File: config.mk
export PLATFORM = sky130hd
export DESIGN_NAME = sqrt_req_scheduler
export DESIGN_NICKNAME = d
export VERILOG_FILES = /design/src/rtl/sqrt_req_scheduler.sv
export SDC_FILE = /design/constraint.sdc
export NUM_CORES = 1
export LEC_CHECK = 0
export CAP_MARGIN = 20
export CORE_ASPECT_RATIO = 0.5
export CORE_UTILIZATION = 36
export DETAILED_ROUTE_END_ITERATION = 7
export MAX_ROUTING_LAYER = met4
export PLACE_DENSITY = 0.78
export SETUP_SLACK_MARGIN = 0.2
export SLEW_MARGIN = 0
export SYNTH_ARGS = -nofsm -noshare
export SYNTH_HDL_FRONTEND = slang
export SYNTH_SLANG_ARGS = --single-unit
File: constraint.sdc
create_clock -name clk_i -period 1.95 [get_ports clk_i]
set_input_delay 0.39 -clock clk_i [delete_from_list [all_inputs] [get_ports clk_i]]
set_output_delay 0.39 -clock clk_i [all_outputs]
set_load 0.02 [all_outputs]
File: src/rtl/sqrt_req_scheduler.sv
// Round-robin scheduler sharing one square-root unit between NREQ requesters.
// One operation in flight; a watchdog turns a hung unit into an error response.
module sqrt_req_scheduler #(
    parameter int unsigned NREQ    = 4,
    parameter int unsigned IDW     = 2,
    parameter int unsigned TIMEOUT = 32
) (
    input  logic                 clk_i,
    input  logic                 rst_ni,
    input  logic [NREQ-1:0]      req_valid_i,
    input  logic [32*NREQ-1:0]   req_data_i,
    output logic [NREQ-1:0]      req_ready_o,
    output logic                 rsp_valid_o,
    input  logic                 rsp_ready_i,
    output logic [IDW-1:0]       rsp_id_o,
    output logic [15:0]          rsp_data_o,
    output logic                 rsp_err_o,
    output logic                 busy_o,
    output logic                 sq_start_o,
    output logic [31:0]          sq_inp_o,
    input  logic [15:0]          sq_result_i,
    input  logic                 sq_stop_i
);

    localparam int unsigned CntW = $clog2(TIMEOUT + 1);

    typedef enum logic [1:0] {StIdle, StLaunch, StWait, StDone} state_e;

    state_e          state_q;
    logic [IDW-1:0]  last_grant_q;
    logic [IDW-1:0]  rsp_id_q;
    logic [31:0]     sq_inp_q;
    logic [15:0]     rsp_data_q;
    logic            rsp_err_q;
    logic            rsp_valid_q;
    logic            sq_start_q;
    logic            busy_q;
    logic [CntW-1:0] cnt_q;

    logic [IDW-1:0]  grant_idx;
    logic [IDW-1:0]  cand;
    logic            grant_found;
    logic [31:0]     grant_data;

    // Search starts just after the last grant and wraps around.
    always_comb begin
        grant_idx   = '0;
        grant_found = 1'b0;
        cand        = '0;
        for (int unsigned k = 1; k <= NREQ; k++) begin
            cand = IDW'((32'(last_grant_q) + k) % NREQ);
            if (!grant_found && req_valid_i[cand]) begin
                grant_found = 1'b1;
                grant_idx   = cand;
            end
        end
    end

    always_comb begin
        grant_data = '0;
        for (int unsigned i = 0; i < NREQ; i++) begin
            if (grant_idx == IDW'(i)) begin
                grant_data = req_data_i[32*i +: 32];
            end
        end
    end

    assign req_ready_o = (rst_ni && state_q == StIdle && grant_found) ?
                         (NREQ'(1) << grant_idx) : '0;

    always_ff @(posedge clk_i or negedge rst_ni) begin
        if (!rst_ni) begin
            state_q      <= StIdle;
            last_grant_q <= IDW'(NREQ - 1);
            rsp_id_q     <= '0;
            sq_inp_q     <= '0;
            rsp_data_q   <= '0;
            rsp_err_q    <= 1'b0;
            rsp_valid_q  <= 1'b0;
            sq_start_q   <= 1'b0;
            busy_q       <= 1'b0;
            cnt_q        <= '0;
        end else begin
            sq_start_q <= 1'b0;
            case (state_q)
                StIdle: begin
                    if (grant_found) begin
                        sq_inp_q     <= grant_data;
                        rsp_id_q     <= grant_idx;
                        last_grant_q <= grant_idx;
                        sq_start_q   <= 1'b1;
                        busy_q       <= 1'b1;
                        state_q      <= StLaunch;
                    end
                end
                StLaunch: begin
                    cnt_q   <= '0;
                    state_q <= StWait;
                end
                StWait: begin
                    cnt_q <= cnt_q + 1'b1;
                    // cnt_q == 0 marks the first WAIT cycle, where a stale stop is masked.
                    if (sq_stop_i && cnt_q != '0) begin
                        rsp_data_q  <= sq_result_i;
                        rsp_err_q   <= 1'b0;
                        rsp_valid_q <= 1'b1;
                        state_q     <= StDone;
                    end else if (cnt_q == CntW'(TIMEOUT - 1)) begin
                        rsp_data_q  <= '0;
                        rsp_err_q   <= 1'b1;
                        rsp_valid_q <= 1'b1;
                        state_q     <= StDone;
                    end
                end
                StDone: begin
                    if (rsp_ready_i) begin
                        rsp_valid_q <= 1'b0;
                        busy_q      <= 1'b0;
                        state_q     <= StIdle;
                    end
                end
                default: state_q <= StIdle;
            endcase
        end
    end

    assign rsp_valid_o = rsp_valid_q;
    assign rsp_id_o    = rsp_id_q;
    assign rsp_data_o  = rsp_data_q;
    assign rsp_err_o   = rsp_err_q;
    assign busy_o      = busy_q;
    assign sq_start_o  = sq_start_q;
    assign sq_inp_o    = sq_inp_q;

endmodule

==> results.toml, run 1 <==
[setup_path]
cp-start-kind = "flip-flop"
cp.depth = 8
r2r_start = "last_grant_q[0]"
required_ps = 2160
critPathSlowestCell = "dfstp_2"
path_delay_family = "flip-flops"
path_common_cell = "buf_4"
reg2reg_to = "sq_inp_o[0]"
r2r_setup_slack_ps = -180
critPathBufInv = 3
path_cells = "buf_6, nor2b_4, o21ai_4, nand3_4, buf_4, buf_4, mux2_4, a221o_1"
endpoint_kind = "flip-flop"
crit_type = "flip-flop to flip-flop"
slowest_delay_ps = 540
cp.arrival_ps = 2340
reg2reg_depth = 8
crit_fanout = 6

[detailed_routing]
routed_wirelength_um = 14600
wl_per_cell_um = 19.3
first_pass_iters = 5
detail-route-antenna-nets = 0
vias_per_cell = 5.63
drcViolationCount = 0
vias = 4248
dr.first_iter.drc_count = 222

[die]
core_um2 = 10200
dieArea_um2 = 11000
initial_core_util_pct = 37.2
num_rows = 26
fp.dieW_um = 148
die_h_um = 74.8
pin_count = 210

[timing]
drv_slew = 0
clock_skew_ps = 6.98
fin_tns_setup_ps = -4360
fmax_ghz = 0.471
worstMarginPinSlew_ps = 827
hold_viol = 0
rsz0062_at_grt = "true"
setup_slack_ps = -175
period_needed_ps = 2130
period_share_pct = 109
slew_headroom_pct = 44.8
setup_viol = 36

[grt]
grt_max_degree = 65
grt_overflow = 0
grt_usage_pct = 26.9
grt_pass1_wl_um = 21900
grt_pass1_vias = 4227
grt_antenna_before_repair = 0

[finish]
drive_gt1_share_pct = 25.2
nets = 768
layout_common_cells = "199 x clkdlybuf4s50_1, 62 x dfrtp_1, 39 x buf_4, 28 x a21oi_1"
antenna_cells = 0
syn2layout_area_growth_pct = 88.7
fillers = 759
layout_commonest_cell = "clkdlybuf4s50_1"
finalNonFillerCells = 755
final_util_pct = 70.2

[synth]
synth_flop_cell = "dfrtp_1"
synth-seq-area-share_pct = 42.1
yosysWarnings = 0
syn-num-nets = 519
synthArstFlopShare_pct = 100
yosysUniqueCellTypes = 47
synth_edf_count = 0
syn_area_per_cell_um2 = 10.5
syn_inst = 362
synth_area_um2 = 3810
ys_ff_latch = 64

[clock_network]
clockRootBuffer = "clkbuf_16"
cts_max_level = 3
clock_latency_ps = 330
numCtsBuffers = 9
cts_tree = "done"
clk_pin_slew_ps = 60
postCtsHoldBufs = 0
clockBufferDepth = 2
cts_num_sinks = 64

[power]
leakage_nw = 3.04
vdd_drop_max_v = 0.000687
p_total_mw = 10.4
power.density_nw_per_um2 = 1450

[min_path]
holdCritPathClass = "input port to async pin"

[place]
port_buffers = 209
hpwl_um = 9630
post-place-ws_ps = -768
dp_cells = 713
routabilityCongestion = 0.861

[status]
status = "complete, but fails checks"
violations = "negative setup slack"

[run]
maxCapViolations = 0
## cells in the mapped netlist (2+ instances only)
| library cell | n | area [um2] |
|---|---|---|
| a211oi_1 | 15 | 113 |
| a211oi_2 | 3 | 37.5 |
| a21oi_1 | 30 | 150 |
| a221o_1 | 23 | 230 |
| a22o_1 | 16 | 140 |
| and4_1 | 9 | 78.8 |
| buf_1 | 2 | 7.51 |
| buf_2 | 9 | 45.0 |
| buf_6 | 2 | 22.5 |
| clkbuf_1 | 18 | 67.6 |
| dfrtp_1 | 62 | 1550 |
| dfstp_2 | 2 | 52.6 |
| ha_1 | 5 | 62.6 |
| inv_1 | 6 | 22.5 |
| mux2_1 | 2 | 22.5 |
| mux2_2 | 5 | 56.3 |
| mux2_4 | 17 | 255 |
| mux2i_1 | 10 | 100 |
| nand2_1 | 16 | 60.1 |
| nand2b_1 | 4 | 25.0 |
| nand3_1 | 3 | 15.0 |
| nand4_1 | 24 | 150 |
| nor2_1 | 17 | 63.8 |
| nor2b_1 | 4 | 25.0 |
| nor3_1 | 5 | 25.0 |
| o21a_1 | 3 | 22.5 |
| o21ai_0 | 6 | 30.0 |
| o21ai_1 | 2 | 10.0 |
| o31ai_1 | 24 | 180 |
## worst register-to-register path, delay by kind of cell (launching register included)
kind,cells,cell delay (ps)
AO/OA/AOI/OAI,2,450
buffers and inverters,3,470
flip-flops,1,540
multiplexers,1,320
AND/OR/NAND/NOR,2,230
## timing repair
action / CTS / global route
setup buffers: 11 / 9
gates cloned: 7 / 0
gates resized for setup: 68 / 13
pin swaps: 27 / 22
endpoints found under the setup margin: 58 / 60
## metrics by stage
step | instance area [um2] | hold slack, ps
floorplan | 3950 | 94.4
global placement | 6320 | 460
CTS | 7060 | 329
finish | 7200 | 297
detailed placement | 6320 | 462
global route | 7200 | 381
## logic make-up (layout without fill, tap and decap cells)
family,count (synthesis),count (layout),share of synthesized area [%]
xor gates and xnor gates,1,1,0.230
muxes,34,34,11.4
DFF,64,64,42.1
adders and majority gates,5,5,1.64
AOI/OAI and AO/OA,128,128,25.6
and+or+nand+nor,90,92,14.0
buffers and inverters,40,291,5.02
## sequential cells by signal, summed over array words and instances (netlist names)
signal and cells:
state_q 2, busy_o 1, sq_inp_o 32, rsp_err_o 1, last_grant_q 2, sq_start_o 1
rsp_valid_o 1, rsp_data_o 16, rsp_id_o 2, cnt_q 6
## how the worst max path moves through the flow
stage / from / to / slack, ps
3_5_place_dp: req_valid_i[1] / req_ready_o[1] / -770
4_1_cts: last_grant_q[0] / req_ready_o[1] / -200
6_report: last_grant_q[0] / sq_inp_o[0] / -180
3_3_place_gp: req_valid_i[1] / req_ready_o[1] / -700
5_1_grt: last_grant_q[0] / req_ready_o[0] / -220
2_1_floorplan: last_grant_q[0] / req_ready_o[0] / 90
## routing by layer
layer	vias to the layer above	GRT usage, %	wire length [um]
li1	1928	-	-
met1	2085	31.8	5990
met2	179	45.0	7250
met3	56	5.33	725
met4	0	13.1	618
met5	-	-	0
## where the power goes
| group | internal [mW] | switching (mW) |
|---|---|---|
| clock | 0.976 | 0.572 |
| combinational | 3.45 | 3.14 |
| sequential | 1.96 | 0.342 |
## area by class of cell
| class | instances | area (um2) | share of cell area, % |
|---|---|---|---|
| Clock buffer | 9 | 225 | 3.13 |
| Clock inverter | 6 | 61.3 | 0.852 |
| Inverter | 7 | 28.8 | 0.400 |
| Multi-Input combinational cell | 260 | 2330 | 32.4 |
| Sequential cell | 64 | 1600 | 22.3 |
| Tap cell | 140 | 175 | 2.43 |
| Timing Repair Buffer | 269 | 2770 | 38.5 |
Note: power is estimated with default switching activity, not from simulation.
==> run 2, diff against run 1 <==
--- a/config.mk
+++ b/config.mk
@@ -5,7 +5,7 @@
 export SDC_FILE = /design/constraint.sdc
 export NUM_CORES = 1
 export LEC_CHECK = 0
-export CAP_MARGIN = 20
+export ABC_CLOCK_PERIOD_IN_PS = 1950
 export CORE_ASPECT_RATIO = 0.5
 export CORE_UTILIZATION = 36
 export DETAILED_ROUTE_END_ITERATION = 7
==> results of run 2 <==
No change in the layout: final DEF, timing and power equal those of run 1.
==> RTL change 1: new RTL, config.mk and constraints of run 1 <==
The parameter `TIMEOUT` goes from 32 to 16.
--- a/src/rtl/sqrt_req_scheduler.sv
+++ b/src/rtl/sqrt_req_scheduler.sv
@@ -4,5 +4,5 @@
     parameter int unsigned NREQ    = 4,
     parameter int unsigned IDW     = 2,
-    parameter int unsigned TIMEOUT = 32
+    parameter int unsigned TIMEOUT = 16
 ) (
     input  logic                 clk_i,
Check against the original RTL: no difference found for any inputs over 4 cycles, from zero or initial values and one cycle with rst_ni low; that may be too few to reach the edited logic, so the function may still have changed.
==> RTL change 1 against run 1 <==
The flow still finishes with violations (negative setup slack); routed wire length rose by 1.4%; worst setup slack improved by 0.029 ns; design area fell by 1.3%; register-to-register slack improved by 0.09 ns; total power rose by 1.7%; non-clock buffer count fell by 13; clock power rose by 13%; synthesized area rose by 4.3%; sequential cell count fell by 1; largest cell class unchanged.
==> RTL change 1: results (changes against run 1) <==
.. list-table::
   :header-rows: 1

   * - Metric
     - Value
   * - Vias/cell
     - 5.46 (-2.9%)
   * - Routed WL
     - 14.8 mm (+1.4%)
   * - Number of unique standard cell types used by synthesis
     - 45 (-4.3%)
   * - Largest net degree at the start of global routing
     - 64 (-1.5%)
   * - Post-Synthesis Mean Instance Area
     - 10.2 µm² (-3.5%)
   * - Routed metal-1 wire length
     - 6.14 mm (+2.5%)
   * - Accumulated negative setup slack
     - -1.36 ns (+3.01 ns)
   * - Top fanout value on the critical path
     - 4 (-2)
   * - Cts bufs inserted
     - 9 (unchanged)
   * - Worst setup slack after layout
     - -0.147 ns (+0.0285 ns)
   * - Global-route wire length before repair
     - 22.1 mm (+0.79%)
   * - HPWL after detailed placement
     - 9.74 mm (+1.2%)
   * - Fraction of synthesis flops using an asynchronous set or reset pin
     - 100% (unchanged)
   * - Met3 WL
     - 595 µm (-18%)
   * - Violated checks
     - negative setup slack
   * - Synth top area cells
     - sky130_fd_sc_hd__dfrtp_1 (38%), sky130_fd_sc_hd__mux2i_1 (8.1%), sky130_fd_sc_hd__nand4_1 (7.6%), sky130_fd_sc_hd__mux2_4 (3.8%), sky130_fd_sc_hd__a22o_1 (3.7%)
   * - Worst setup slack for register-to-register paths
     - -0.09 ns (+0.09 ns)
   * - Via count of the first global-routing pass
     - 4194 (-0.78%)
   * - Run status
     - finished with violations
   * - Fraction of layout cells with a size suffix above 1
     - 21.4% (-3.8 points)
   * - Number of endpoints failing setup at the final stage
     - 28 (-22%)
   * - Total global-route track usage
     - 26.1% (-0.78 points)
   * - Mapped Nets
     - 549 (+5.8%)
   * - Cell area after placement
     - 6270 µm² (-0.81%)
   * - Largest voltage drop on the vdd net
     - 0.898 mV (+31%)
   * - Cell count after placement
     - 730 (+2.4%)
   * - Most instantiated cells after synthesis
     - sky130_fd_sc_hd__dfrtp_1 (61), sky130_fd_sc_hd__nand4_1 (48), sky130_fd_sc_hd__nand2_1 (38)
   * - Hold slack final
     - 0.305 ns (+0.00823 ns)
   * - Met2 track demand over resource in global routing
     - 43.5% (-1.5 points)
   * - Met3 track demand over resource
     - 4.37% (-0.96 points)
   * - Worst-case setup slack after placement
     - -0.849 ns (-0.0801 ns)
   * - Average wire length per cell after detail routing
     - 19.3 µm (about the same)
   * - Headroom to the max-slew limit
     - 42.3% (-2.6 points)
   * - Final Skew
     - 0.00824 ns (+0.00126 ns)
   * - Fill cell total of the finished layout
     - 803 (+5.8%)
   * - GPL Wtd Cong
     - 0.800 (-7.1%)
   * - Arr. time, crit path
     - 1.71 ns (-0.63 ns)
   * - Nets
     - 779 (+1.4%)
   * - Capture point of the worst path
     - req_ready_o[2]
RTL change 1: cell type report:
type / instances / area, µm² / area share [%]
timing repair buffer: 256 / 2660 / 37.5
multi-input combinational: 274 / 2300 / 32.4
sequential: 63 / 1580 / 22.2
clock buffer: 11 / 243 / 3.42
tap: 140 / 175 / 2.47
clock inverter: 5 / 81.3 / 1.15
inverter: 17 / 63.8 / 0.899
RTL change 1: power breakdown:
part	total, W	switching [W]	internal [W]
Sequential	0.00228	0.000343	0.00194
Clock	0.00175	0.000598	0.00115
Combinational	0.00657	0.00330	0.00327
Total	0.0106	0.00425	0.00636
RTL change 1: timing repair:
item	4_1_cts	5_1_grt
cloned	5	0
pin swaps	19	43
setup buffers	9	6
gates resized for setup	82	12
endpoints found under the setup margin	57	61
RTL change 1: logic make-up after synthesis:
| kind of cell | share of synthesized area, % |
|---|---|
| simple gates | 16.8 |
| compound gates | 17.6 |
| flops | 39.7 |
| mux | 15.8 |
| buf+inv | 8.22 |
| fa+ha+maj | 1.89 |
==> RTL change 2: new RTL, flow settings as in run 1 <==
Without the edit above. Re-encode `state_e` (4 states) as Gray code, 2 bits wide.
--- a/src/rtl/sqrt_req_scheduler.sv
+++ b/src/rtl/sqrt_req_scheduler.sv
@@ -25,5 +25,5 @@
     localparam int unsigned CntW = $clog2(TIMEOUT + 1);
 
-    typedef enum logic [1:0] {StIdle, StLaunch, StWait, StDone} state_e;
+    typedef enum logic [1:0] {StIdle = 2'b00, StLaunch = 2'b01, StWait = 2'b11, StDone = 2'b10} state_e;
 
     state_e          state_q;
Function: same outputs for any inputs over 4 cycles, from zero or initial values and one cycle with rst_ni low; so few cycles prove little.
==> RTL change 2 against run 1 <==
The run still ends with negative setup slack left; first-iteration DRC count decreased by 51%; sequential cell count unchanged; global-route usage decreased by 5.1 points; worst setup slack got worse by 0.089 ns; synthesized area decreased by 1.9%; design area decreased by 3.9%; critical endpoint is now req_ready_o[1]; total power decreased by 1.0%; largest cell class unchanged; critical path depth decreased by 1; clock skew increased by 0.00083 ns; utilization increased by 0.60 points; routed wire length decreased by 17%.
==> RTL change 2: results (changes against run 1) <==
.. list-table::
   :header-rows: 1

   * - Metric
     - Value
   * - Cell-internal power
     - 0.00641 W (+0.50%)
   * - Post-synthesis sequential area ratio
     - 42.9% (+0.82 points)
   * - Number of unique standard cell types used by synthesis
     - 36 (-23%)
   * - Overall die area
     - 10800 µm² (-1.9%)
   * - ClkCell Share
     - 4.33% (+0.34 points)
   * - Compound-Gate Fraction of Synth Area
     - 13.6% (-12 points)
   * - Top fanout value on the critical path
     - 4 (-2)
   * - Synthesized-area fraction occupied by xor and xnor cells
     - 0% (-0.23 points)
   * - Met3 WL
     - 457 µm (-37%)
   * - Worst-case setup slack after placement
     - -0.848 ns (-0.0791 ns)
   * - Violated checks
     - negative setup slack
   * - Average wire length per cell after detail routing
     - 17.0 µm (-12%)
   * - First-pass detailed-route iteration total
     - 4 (-1)
   * - Run status
     - finished with violations
   * - Cell area after placement
     - 6020 µm² (-4.7%)
   * - GPL Wtd Cong
     - 0.771 (-11%)
   * - Slowest Stage Delay on Critical Path
     - 0.56 ns (+0.02 ns)
   * - Capture point of the worst path
     - req_ready_o[1]
   * - Met2 track demand over resource in global routing
     - 39.3% (-5.8 points)
   * - Slew @ Worst Pin
     - 0.826 ns (-0.000933 ns)
   * - Non-Filler Cell Area, Final
     - 6910 µm² (-3.9%)
   * - Mapped Nets
     - 493 (-5.0%)
   * - Fraction of area in registers
     - 23.2% (+0.92 points)
   * - Power after layout
     - 0.0103 W (-1.0%)
   * - Worst setup slack after layout
     - -0.265 ns (-0.0895 ns)
   * - Number of endpoints failing setup at the final stage
     - 32 (-11%)
   * - Number of signal-net buffers in the layout
     - 248 (-7.8%)
   * - Cell count after placement
     - 675 (-5.3%)
   * - Multi-input gates
     - 241 (-7.3%)
RTL change 2: changes by cell type in the layout (fill, tap and decap cells not counted), moves of 20 or more:
cell,delta
sky130_fd_sc_hd__buf_4,-20
sky130_fd_sc_hd__nand2_1,+24
sky130_fd_sc_hd__mux2i_1,+54
sky130_fd_sc_hd__a21oi_1,-25
sky130_fd_sc_hd__o31ai_1,-24
sky130_fd_sc_hd__a221o_1,-23
sky130_fd_sc_hd__nand4_1,-24
sky130_fd_sc_hd__o21ai_2,+25
RTL change 2: kinds of logic (layout without fill, tap and decap cells):
logic type	Yosys count	count (layout)
mux	98	98
simple gates	72	72
compound gates	69	69
flops	64	64
buf+inv	34	275
fa+ha+maj	2	2
RTL change 2: worst reg2reg max path, delay by kind of cell, from the launching register on:
family	cells	cell delay [ns]
and+or+nand+nor	1	0.05
muxes	2	0.39
DFF	1	0.56
buffers and inverters	4	0.63
AOI/OAI and AO/OA	2	0.28
